--- config.mk ---
export PLATFORM = sky130hd
export DESIGN_NAME = wb_arbiter
export DESIGN_NICKNAME = d
export VERILOG_FILES = /design/src/rtl/wb_pkg.sv /design/src/rtl/wb_fifo.sv /design/src/rtl/wb_arbiter.sv
export SDC_FILE = /design/constraint.sdc
export NUM_CORES = 1
export LEC_CHECK = 0
export BUFFER_PORTS_ARGS = -buffer_cell sky130_fd_sc_hd__buf_2
export CORE_MARGIN = 5
export CORE_UTILIZATION = 40
export CTS_BUF_LIST = sky130_fd_sc_hd__clkbuf_4
export DETAILED_ROUTE_END_ITERATION = 6
export SYNTH_ARGS = -nofsm -noshare
export SYNTH_HDL_FRONTEND = slang
export SYNTH_SLANG_ARGS = --single-unit
--- constraint.sdc ---
create_clock -name clk -period 2.5 [get_ports clk]
set_input_delay 0.125 -clock clk [delete_from_list [all_inputs] [get_ports clk]]
set_output_delay 0.125 -clock clk [all_outputs]
set_load 0.1 [all_outputs]
--- src/rtl/wb_pkg.sv ---
// Shared types and widths for the register-file write-back arbiter.
package wb_pkg;

  localparam int unsigned REG_W  = 5;
  localparam int unsigned DATA_W = 32;

  localparam logic [REG_W-1:0] GPR_ZERO = '0;

  typedef struct packed {
    logic              fp;
    logic [REG_W-1:0]  rd;
    logic [DATA_W-1:0] data;
    logic              bw;
  } wb_entry_t;

endpackage

--- src/rtl/wb_fifo.sv ---
// Circular buffer of pending write-back entries; exposes all slots for hazard lookup.
module wb_fifo
  import wb_pkg::*;
#(
  parameter int unsigned DEPTH = 4,
  parameter int unsigned AW    = 2
) (
  input  logic                  clk,
  input  logic                  rst,
  input  logic                  push,
  input  wb_entry_t             din,
  input  logic                  pop,
  output wb_entry_t             head,
  output logic [AW:0]           count,
  output logic                  full,
  output logic                  empty,
  output logic [DEPTH-1:0]      valid,
  output wb_entry_t [DEPTH-1:0] entries
);

  localparam int unsigned CW = AW + 1;

  logic [AW-1:0]         wr_ptr;
  logic [AW-1:0]         rd_ptr;
  wb_entry_t [DEPTH-1:0] mem;

  always_ff @(posedge clk) begin
    if (rst) begin
      wr_ptr <= '0;
      rd_ptr <= '0;
      count  <= '0;
    end else begin
      if (push) wr_ptr <= wr_ptr + AW'(1);
      if (pop)  rd_ptr <= rd_ptr + AW'(1);
      if (push && !pop)      count <= count + CW'(1);
      else if (pop && !push) count <= count - CW'(1);
    end
  end

  // Payload storage needs no reset; occupancy is tracked by the pointers.
  always_ff @(posedge clk) begin
    if (push) mem[wr_ptr] <= din;
  end

  // A slot is live when its distance from the read pointer is below the occupancy.
  always_comb begin
    valid = '0;
    for (int i = 0; i < int'(DEPTH); i++) begin
      valid[i] = (CW'(AW'(AW'(i) - rd_ptr)) < count);
    end
  end

  assign head    = mem[rd_ptr];
  assign entries = mem;
  assign full    = (count == CW'(DEPTH));
  assign empty   = (count == '0);

endmodule

--- src/rtl/wb_arbiter.sv ---
// Write-back arbiter: ALU path with priority, queued producers via FIFO, starvation guard,
// registered register-file write port and a combinational pending-write hazard query.
module wb_arbiter
  import wb_pkg::*;
#(
  parameter int unsigned DEPTH      = 4,
  parameter int unsigned AW         = 2,
  parameter int unsigned STARVE_MAX = 3
) (
  input  logic              clk,
  input  logic              rst,
  input  logic              a_valid,
  input  logic              a_fp,
  input  logic [REG_W-1:0]  a_reg,
  input  logic [DATA_W-1:0] a_data,
  input  logic              a_byte,
  output logic              a_stall,
  input  logic              q_valid,
  output logic              q_ready,
  input  logic              q_fp,
  input  logic [REG_W-1:0]  q_reg,
  input  logic [DATA_W-1:0] q_data,
  input  logic              q_byte,
  output logic [REG_W-1:0]  wreg,
  output logic [DATA_W-1:0] wdata,
  output logic              w_byte,
  output logic              gpr_w_en,
  output logic              fpr_w_en,
  input  logic              chk_fp,
  input  logic [REG_W-1:0]  chk_reg,
  output logic              chk_busy,
  output logic [AW:0]       count
);

  localparam int unsigned SW = $clog2(STARVE_MAX + 1);

  wb_entry_t             a_entry;
  wb_entry_t             q_entry;
  wb_entry_t             head;
  wb_entry_t             sel_entry;
  wb_entry_t [DEPTH-1:0] entries;
  logic [DEPTH-1:0]      valid;
  logic                  full;
  logic                  empty;
  logic                  push;
  logic                  pop;
  logic                  a_win;
  logic                  sel;
  logic [SW-1:0]         starve;
  logic [SW-1:0]         starve_nxt;

  assign a_entry = '{fp: a_fp, rd: a_reg, data: a_data, bw: a_byte};
  assign q_entry = '{fp: q_fp, rd: q_reg, data: q_data, bw: q_byte};

  assign q_ready   = !rst && !full;
  assign push      = q_valid && q_ready;
  assign a_win     = !a_stall && a_valid;
  assign pop       = !a_win && !empty;
  assign sel       = a_win || pop;
  assign sel_entry = a_win ? a_entry : head;

  wb_fifo #(
    .DEPTH (DEPTH),
    .AW    (AW)
  ) u_fifo (
    .clk     (clk),
    .rst     (rst),
    .push    (push),
    .din     (q_entry),
    .pop     (pop),
    .head    (head),
    .count   (count),
    .full    (full),
    .empty   (empty),
    .valid   (valid),
    .entries (entries)
  );

  // Count ALU wins that bypass a non-empty queue; any drain resets the streak.
  always_comb begin
    starve_nxt = starve;
    if (pop || empty) begin
      starve_nxt = '0;
    end else if (a_win && (starve != SW'(STARVE_MAX))) begin
      starve_nxt = starve + SW'(1);
    end
  end

  always_ff @(posedge clk) begin
    if (rst) begin
      starve   <= '0;
      a_stall  <= 1'b0;
      wreg     <= '0;
      wdata    <= '0;
      w_byte   <= 1'b0;
      gpr_w_en <= 1'b0;
      fpr_w_en <= 1'b0;
    end else begin
      starve   <= starve_nxt;
      a_stall  <= (starve_nxt == SW'(STARVE_MAX));
      gpr_w_en <= sel && !sel_entry.fp && (sel_entry.rd != GPR_ZERO);
      fpr_w_en <= sel && sel_entry.fp;
      if (sel) begin
        wreg   <= sel_entry.rd;
        wdata  <= sel_entry.data;
        w_byte <= sel_entry.bw;
      end
    end
  end

  // Pending writes live in the queue, the output stage, or the push accepted this cycle.
  always_comb begin
    chk_busy = 1'b0;
    for (int i = 0; i < int'(DEPTH); i++) begin
      if (valid[i] && (entries[i].fp == chk_fp) && (entries[i].rd == chk_reg)) chk_busy = 1'b1;
    end
    if (gpr_w_en && !chk_fp && (wreg == chk_reg)) chk_busy = 1'b1;
    if (fpr_w_en && chk_fp && (wreg == chk_reg))  chk_busy = 1'b1;
    if (push && (q_fp == chk_fp) && (q_reg == chk_reg)) chk_busy = 1'b1;
    if (!chk_fp && (chk_reg == GPR_ZERO)) chk_busy = 1'b0;
  end

endmodule
==> Word level (Yosys, flattened, before mapping) <==
Index checks and enable logic that the tools add are counted.
{ "word_totals": {"register_bits": 206, "input_bits": 88, "output_inout_bits": 46, "word_cells": 115} }
{ "op_classes": {"addsub": 9, "magnitude_cmp": 7, "n_eq_ne": 14, "muxes": 18, "n_reduce_logical": 41} }
{ "op_table": {"columns": ["operator", "n"], "rows": [
  ["156-bit bitwise mux", 1],
  ["39-bit 2-to-1 mux", 3],
  ["39-bit binary-select mux with 2-bit select", 1],
  ["39-bit demux with 2-bit select", 1],
  ["5-bit equality test", 6],
  ["1-bit logical AND", 26],
  ["2-bit by 3-bit less-than comparator with 1-bit output", 4],
  ["1-bit logical NOT", 9],
  ["1-bit 2-to-1 mux", 8],
  ["2-bit by 1-bit adder with 2-bit output, second input constant", 3],
  ["2-bit by 3-bit less-than comparator with 1-bit output, second input constant", 2],
  ["3-bit 2-to-1 mux", 2],
  ["1-bit equality test", 5],
  ["5-bit logical NOT", 1],
  ["5-bit nonzero test", 1],
  ["2-bit 2-to-1 mux", 2],
  ["1-bit by 2-bit subtractor with 2-bit output, first input constant", 2],
  ["2-bit subtractor, first input constant", 2],
  ["3-bit by 1-bit adder with 3-bit output, second input constant", 1],
  ["3-bit equality test, second input constant", 1],
  ["3-bit logical NOT", 1],
  ["3-bit by 1-bit subtractor with 3-bit output, second input constant", 1],
  ["2-bit equality test, second input constant", 1],
  ["2-bit by 1-bit >= comparator with 1-bit output, second input constant", 1],
  ["other kinds (3)", 4]
]} }

==> Longest topological paths before layout <==
Gate-level depths: netlist (run 1).
{ "logic_depth": {"depth_word": 12, "depth_mapped": 10, "mapped_depth_nobuf": 9} }

==> By module <==
Synthesis (run 1) repeated with hierarchy kept, for this count alone.
{ "hier_totals": {"cells_unflattened": 524, "hier_area_um2": 8627.0} }
{ "by_module_without_submodules": {"columns": ["mod", "instances", "cells_each", "area_each_um2"], "rows": [
  ["wb_fifo", 1, 263, 6192.2],
  ["wb_arbiter", 1, 261, 2434.8]
]} }

==> Worst setup path before layout (run 1) <==
OpenSTA, ideal clock, no wires.
{ "synth_timing": {"path_kind": "register to output", "from": "register u_fifo.count[0]", "to": "output port chk_busy", "t_arrival_ns": 3.473, "slack_ns": -1.098, "stages_incl_launch_ff": 6, "path_buffers": 0, "path_cell_list": "dfxtp_1 -> nor2_1 -> a211oi_2 -> and4_1 -> nor4_1 -> a21oi_1"} }
{ "synth_rtl": {"columns": ["item", "line", "rtl"], "rows": [
  ["start: declaration", "wb_fifo.sv:14", "output logic [AW:0] count,"],
  ["start signal: assignment", "wb_fifo.sv:35", "if (push && !pop) count <= count + CW'(1);"],
  ["start signal: assignment", "wb_fifo.sv:36", "else if (pop && !push) count <= count - CW'(1);"],
  ["3-bit equality test", "wb_fifo.sv:55", "assign full = (count == CW'(DEPTH));"],
  ["1-bit logical NOT", "wb_arbiter.sv:55", "assign q_ready = !rst && !full;"],
  ["1-bit logical AND", "wb_arbiter.sv:55", null],
  ["1-bit logical AND", "wb_arbiter.sv:56", "assign push = q_valid && q_ready;"],
  ["named net push", "wb_arbiter.sv:45", "logic push;"],
  ["1-bit logical AND (2 in a row)", "wb_arbiter.sv:119", "if (push && (q_fp == chk_fp) && (q_reg == chk_reg)) chk_busy = 1'b1;"],
  ["1-bit 2-to-1 mux", "wb_arbiter.sv:119", null],
  ["1-bit 2-to-1 mux", "wb_arbiter.sv:120", "if (!chk_fp && (chk_reg == GPR_ZERO)) chk_busy = 1'b0;"],
  ["end: declaration", "wb_arbiter.sv:31", "output logic chk_busy,"]
]} }
The timed path passes the listed nets, and every way through them passes these cells.

==> Final worst setup path (run 1) <==
{ "layout_timing": {"from": "register u_fifo.rd_ptr[0]", "to": "output port chk_busy"} }
{ "layout_via": {"elab_chain_cells": 12} }
{ "layout_lines": {"columns": ["item", "line", "rtl"], "rows": [
  ["start: declaration", "wb_fifo.sv:24", "logic [AW-1:0] rd_ptr;"],
  ["start signal: assignment", "wb_fifo.sv:34", "if (pop) rd_ptr <= rd_ptr + AW'(1);"],
  ["1-bit by 2-bit subtractor with 2-bit output", "wb_fifo.sv:49", "valid[i] = (CW'(AW'(AW'(i) - rd_ptr)) < count);"],
  ["2-bit by 3-bit less-than comparator with 1-bit output", "wb_fifo.sv:49", null],
  ["1-bit logical AND (2 in a row)", "wb_arbiter.sv:115", "if (valid[i] && (entries[i].fp == chk_fp) && (entries[i].rd == chk_reg)) chk_busy = 1'b1;"],
  ["1-bit 2-to-1 mux (3 in a row)", "wb_arbiter.sv:115", null],
  ["1-bit 2-to-1 mux *", "wb_arbiter.sv:115", null],
  ["1-bit 2-to-1 mux *", "wb_arbiter.sv:117", "if (gpr_w_en && !chk_fp && (wreg == chk_reg)) chk_busy = 1'b1;"],
  ["1-bit 2-to-1 mux *", "wb_arbiter.sv:118", "if (fpr_w_en && chk_fp && (wreg == chk_reg)) chk_busy = 1'b1;"],
  ["1-bit 2-to-1 mux *", "wb_arbiter.sv:119", null],
  ["1-bit 2-to-1 mux *", "wb_arbiter.sv:120", null]
]} }
Mark *: on every way between the ends. The rest lies on a longest branch, timed or not.

==> results.cfg, run 1 <==
[outcome]
status = finished, final reports clean

[job]
cap_violations = 0

[cts]
clkTransAtPathRegs_ns = 0.07
clockRootBuffer = clkbuf_4
tritoncts = built
insertion_delay_ns = 0.66
clock_path_buffers = 3
numCtsBuffers = 53
cts_sinks = 206
h-tree-depth = 2

[pwr]
power.switching_mw = 4.19
clkPwrFrac_pct = 25.8
power_density_nw_per_um2 = 1000
p_int_mw = 6.93
ir_worst_vdd_v = 0.000488
power_frac_seq_pct = 37.9
p_leak_nw = 4.19
p_comb_share_pct = 36.2
p_total_mw = 11.1
swShare_pct = 37.7

[layout]
fill_cells = 1804
seq_area_um2 = 5700
final_common_cell = edfxtp_1
stdcell_count = 1099
layout-drive-gt1-share_pct = 36.3
nets = 877
area_growth_pct = 30.7
layout_common_cells = edfxtp_1, buf_2, dlygate4sd3_1
final_area_um2 = 11100
multiInputGateArea_um2 = 2650

[global_routing]
grt_pass1_wl_um = 31700
grt_pass1_vias = 6101
grt_usage_pct = 16.5
grt_overflow = 0
grt_max_degree = 51
antenna_found_initial = 2

[detailed_routing]
vias = 5422
avgRoutedWirePerCell_um = 18.0
firstDrtPassIters = 4
drt_iter0_markers = 189
ant_nets = 0
post-route-drc-count = 0
drt_wl_total_um = 19800
vias_per_cell = 4.93

[sta]
slew_headroom_pct = 54.4
final_max_slew_viol_count = 0
finClkSkew_ns = 0.0598
timing.final.hold_violations = 0
hold_slack_ns = 0.0658
fin_crit_sh_pct = 95.2
finalSetupViolCount = 0
tns_ns = 0
rsz0062_at_grt = true
worst_slew_pin_slew_ns = 0.684
max_freq_mhz = 420
min_period_ns = 2.38

[place]
place_area_um2 = 9500
io_buffer_count = 133
place_hpwl_um = 12600
dpl.cell_count = 915
gp_congestion = 0.891

[synth]
synth_top_area_share_pct = 55.2
syn_area_um2 = 8480
ys_seq_area_share_pct = 67.0
syn_area_per_cell_um2 = 16.2
synth_cells = 525
yosysWarnings = 0
synth.largest_area_cell = edfxtp_1
syn_nets = 624
ys_top_cells_by_area = edfxtp_1, dfxtp_1, mux4_2
synth_cell_types = 36
ys_seq_elements = 206

[critical_path]
end_kind = primary output
cp.required_ns = 2.38
path_class = register to primary output
critPathMaxFanout = 2
critPathArrivalTime_ns = 2.26
start_kind = register

[die]
rows = 53
pin_count = 134
fp.dieW_um = 156
initial_core_util_pct = 40.5
fp.dieH_um = 156
die_area_um2 = 24200
core_um2 = 21000

[hold_path]
min_path_type = primary input to register
kinds of logic after synthesis:
| kind of cell | Yosys count | synth area share [%] |
|---|---|---|
| AND/OR/NAND/NOR | 83 | 4.34 |
| XOR/XNOR | 42 | 4.34 |
| multiplexers | 77 | 14.8 |
| buffers and inverters | 49 | 2.70 |
| flip-flops | 206 | 67.0 |
| AO/OA/AOI/OAI | 57 | 5.06 |
| adder cells (fa/ha/maj) | 11 | 1.71 |
cells in the mapped netlist (all sizes together):
library cell and count:
o31ai 2, a211oi 40, nor3 4, nor2 47
or4 1, a21oi 5, nand2b 2, a31oi 1
o21ai 1, mux4 39, inv 14, dfxtp 50
nor4 5, buf 20, clkbuf 15, edfxtp 156
nand4 1, o311a 2, ha 10, xnor2 32
and4 1, a311oi 2, nor2b 1, xor2 10
o2111ai 4, or3 1, mux2i 38, fa 1
nand2 11, and2 5, nand3 4
flip-flops by register name, summed over array words and instances (netlist names), 2 cells and up:
name	cells
starve	2
u_fifo.entries	156
wdata	32
u_fifo.wr_ptr	2
u_fifo.count	3
wreg	5
u_fifo.rd_ptr	2
routing by layer:
layer	up-vias	global-route usage, %	routed length, um
met5	-	0	0
met4	0	5.96	455
met3	41	3.74	1010
met2	152	29.3	10300
met1	2655	19.8	8060
li1	2574	-	-
cell type report:
class	count	share of cell area, %
Multi-Input combinational cell	270	23.9
Sequential cell	206	51.4
Inverter	14	0.474
Antenna cell	2	0.0451
Tap cell	275	3.10
Timing Repair Buffer	233	14.8
Clock buffer	79	5.35
Clock inverter	20	0.971
worst paths after layout:
path / start / depth (start not counted) / endpoint / slack, ns
max reg2reg: a_stall / 9 / u_fifo.count[2] / 0.28
min: q_valid / 5 / u_fifo.wr_ptr[1] / 0.07
min reg2reg: wreg[0] / 2 / wreg[0] / 0.53
max: u_fifo.rd_ptr[0] / 9 / chk_busy / 0.12
through the flow:
step / util, % / setup WS (ns)
floorplan: - / 0.0485
global placement: 45.3 / 0.377
detailed placement: 45.3 / 0.279
CTS: 52.8 / 0.00616
global route: 52.9 / -0.0269
finish: 52.9 / 0.120
power by group through the flow:
stage	combinational, mW	clock (mW)	sequential (mW)
after detailed placement	3.86	0	4.31
after floorplan	1.94	0	5.49
after global placement	3.82	0	4.28
after CTS	4.05	2.99	4.21
after global routing	4.29	3.18	4.26
final	4.03	2.87	4.22
worst max-delay path: stages (launching register included):
cell,delay (ns)
dfxtp_4,0.35
xnor2_2,0.17
inv_1,0.07
ha_2,0.17
inv_2,0.05
o2111ai_2,0.10
a211oi_2,0.29
nor4_4,0.09
a21oi_4,0.15
buf_12,0.19
what timing repair did:
action,4_1_cts,5_1_grt
buffers inserted,1,0
hold buffers,82,0
endpoints found under the setup margin,1,1
pin swaps,1,5
endpoints found under the hold margin,197,0
resized for setup,5,8
(Power assumes the default switching activity.)
==> inputs of run 2 (changes only) <==
--- a/config.mk
+++ b/config.mk
@@ -10,6 +10,7 @@
 export CORE_UTILIZATION = 40
 export CTS_BUF_LIST = sky130_fd_sc_hd__clkbuf_4
 export DETAILED_ROUTE_END_ITERATION = 6
+export PLACE_DENSITY = 0.66
 export SYNTH_ARGS = -nofsm -noshare
 export SYNTH_HDL_FRONTEND = slang
 export SYNTH_SLANG_ARGS = --single-unit
==> results.cfg, run 2 (synthesis results as in run 1) <==
[job]
cap_violations = 0

[sta]
tns_ns = 0
fin_crit_sh_pct = 95.3
max_freq_mhz = 420
rsz0062_at_grt = true
final_max_slew_viol_count = 0
finalSetupViolCount = 0
timing.final.hold_violations = 0
worst_slew_pin_slew_ns = 0.673
min_period_ns = 2.38
slew_headroom_pct = 55.1
finClkSkew_ns = 0.0308

[place]
io_buffer_count = 133
place_area_um2 = 9500
dpl.cell_count = 915
gp_congestion = 0.904
place_hpwl_um = 12600

[layout]
final_common_cell = edfxtp_1
fill_cells = 1748
layout_common_cells = edfxtp_1, buf_2, dlygate4sd3_1
layout-drive-gt1-share_pct = 36.9
nets = 878
largest_reg_flops = 156
area_growth_pct = 31.3
seq_area_um2 = 5700
final_area_um2 = 11100
stdcell_count = 1096
multiInputGateArea_um2 = 2660

[global_routing]
grt_max_degree = 51
grt_overflow = 0
grt_pass1_wl_um = 30200
grt_usage_pct = 15.9
grt_pass1_vias = 5875
antenna_found_initial = 3

[die]
pin_count = 134
fp.dieH_um = 156
core_um2 = 21000
die_area_um2 = 24200
initial_core_util_pct = 40.5
rows = 53
fp.dieW_um = 156

[pwr]
ir_worst_vdd_v = 0.000620
power_density_nw_per_um2 = 1010
p_leak_nw = 4.22
p_total_mw = 11.2

[critical_path]
critPathArrivalTime_ns = 2.26
critPathMaxFanout = 11
ff2ff_path_depth = 6
end_kind = primary output
path_class = register to primary output
crit_end = chk_busy
r2r_slack_ns = 0.13
start_kind = register
startpoint = u_fifo.rd_ptr[0]
r2r_end = w_byte
cp.required_ns = 2.38
r2r-start = u_fifo.rd_ptr[0]

[detailed_routing]
ant_nets = 0
firstDrtPassIters = 4
vias = 5472
drt_iter0_markers = 329
avgRoutedWirePerCell_um = 17.5
vias_per_cell = 4.99
post-route-drc-count = 0
drt_wl_total_um = 19100

[cts]
numCtsBuffers = 52
clock_path_buffers = 3
h-tree-depth = 2
clockRootBuffer = clkbuf_4
cts_sinks = 206
insertion_delay_ns = 0.64
tritoncts = built
clkTransAtPathRegs_ns = 0.07

[hold_path]
min_path_type = primary input to register

[outcome]
status = finished, final reports clean
==> run 2: worst min-delay path by stage <==
stage / start / end / slack (ns) / depth (start not counted)
2_1_floorplan: q_byte / u_fifo.entries[0] / 0.22 / 0
3_3_place_gp: q_data[25] / u_fifo.entries[104] / 0.34 / 1
6_report: a_valid / wreg[1] / 0.06 / 4
3_5_place_dp: q_data[18] / u_fifo.entries[136] / 0.34 / 1
5_1_grt: a_valid / wreg[1] / 0.04 / 4
4_1_cts: a_valid / wreg[1] / 0.004 / 4
==> run 2: final cells by class <==
type / instances / area share, %
antenna: 3 / 0.0674
multi-input combinational: 270 / 23.9
clock buffer: 81 / 5.46
inverter: 14 / 0.472
sequential: 206 / 51.2
tap: 275 / 3.09
timing repair buffer: 235 / 14.9
clock inverter: 12 / 0.921
==> run 2: repair_timing <==
action | in CTS | in global routing
hold buffers | 84 | 0
resized for setup | 5 | 10
setup endpoints to repair | 1 | 2
setup buffers | 1 | 0
hold endpoints to repair | 197 | 0
pin swaps | 1 | 6
cloned | 0 | 0
==> run 2: metrics by stage <==
step	hold slack (ns)	utilization [%]	setup slack, ns
after global routing	0.0402	53.2	-0.0239
after CTS	0.00359	52.9	0.00522
final	0.0563	53.2	0.118
after global placement	0.336	45.3	0.492
after detailed placement	0.342	45.3	0.351
after floorplan	0.224	-	0.0485
==> run 2: routing by layer <==
layer  GRT usage (%)  share of wire (%)  vias to the layer above
li1                -                  -                     2574
met4            5.13                1.6                        0
met2            26.7                 51                      184
met1            20.0                 41                     2687
met5               0                  0                        -
met3            4.41                6.7                       27
==> run 2: critical path, cell delays in order (launching register included) <==
cell	delay, ns
dfxtp_4	0.38
buf_4	0.22
inv_2	0.05
a21oi_1	0.28
a211oi_2	0.14
nor4_4	0.28
a21oi_4	0.10
buf_12	0.18
==> run 2: power by group <==
group	switching [mW]	internal (mW)
Clock	1.28	1.68
Combinational	2.66	1.38
Sequential	0.204	4.03
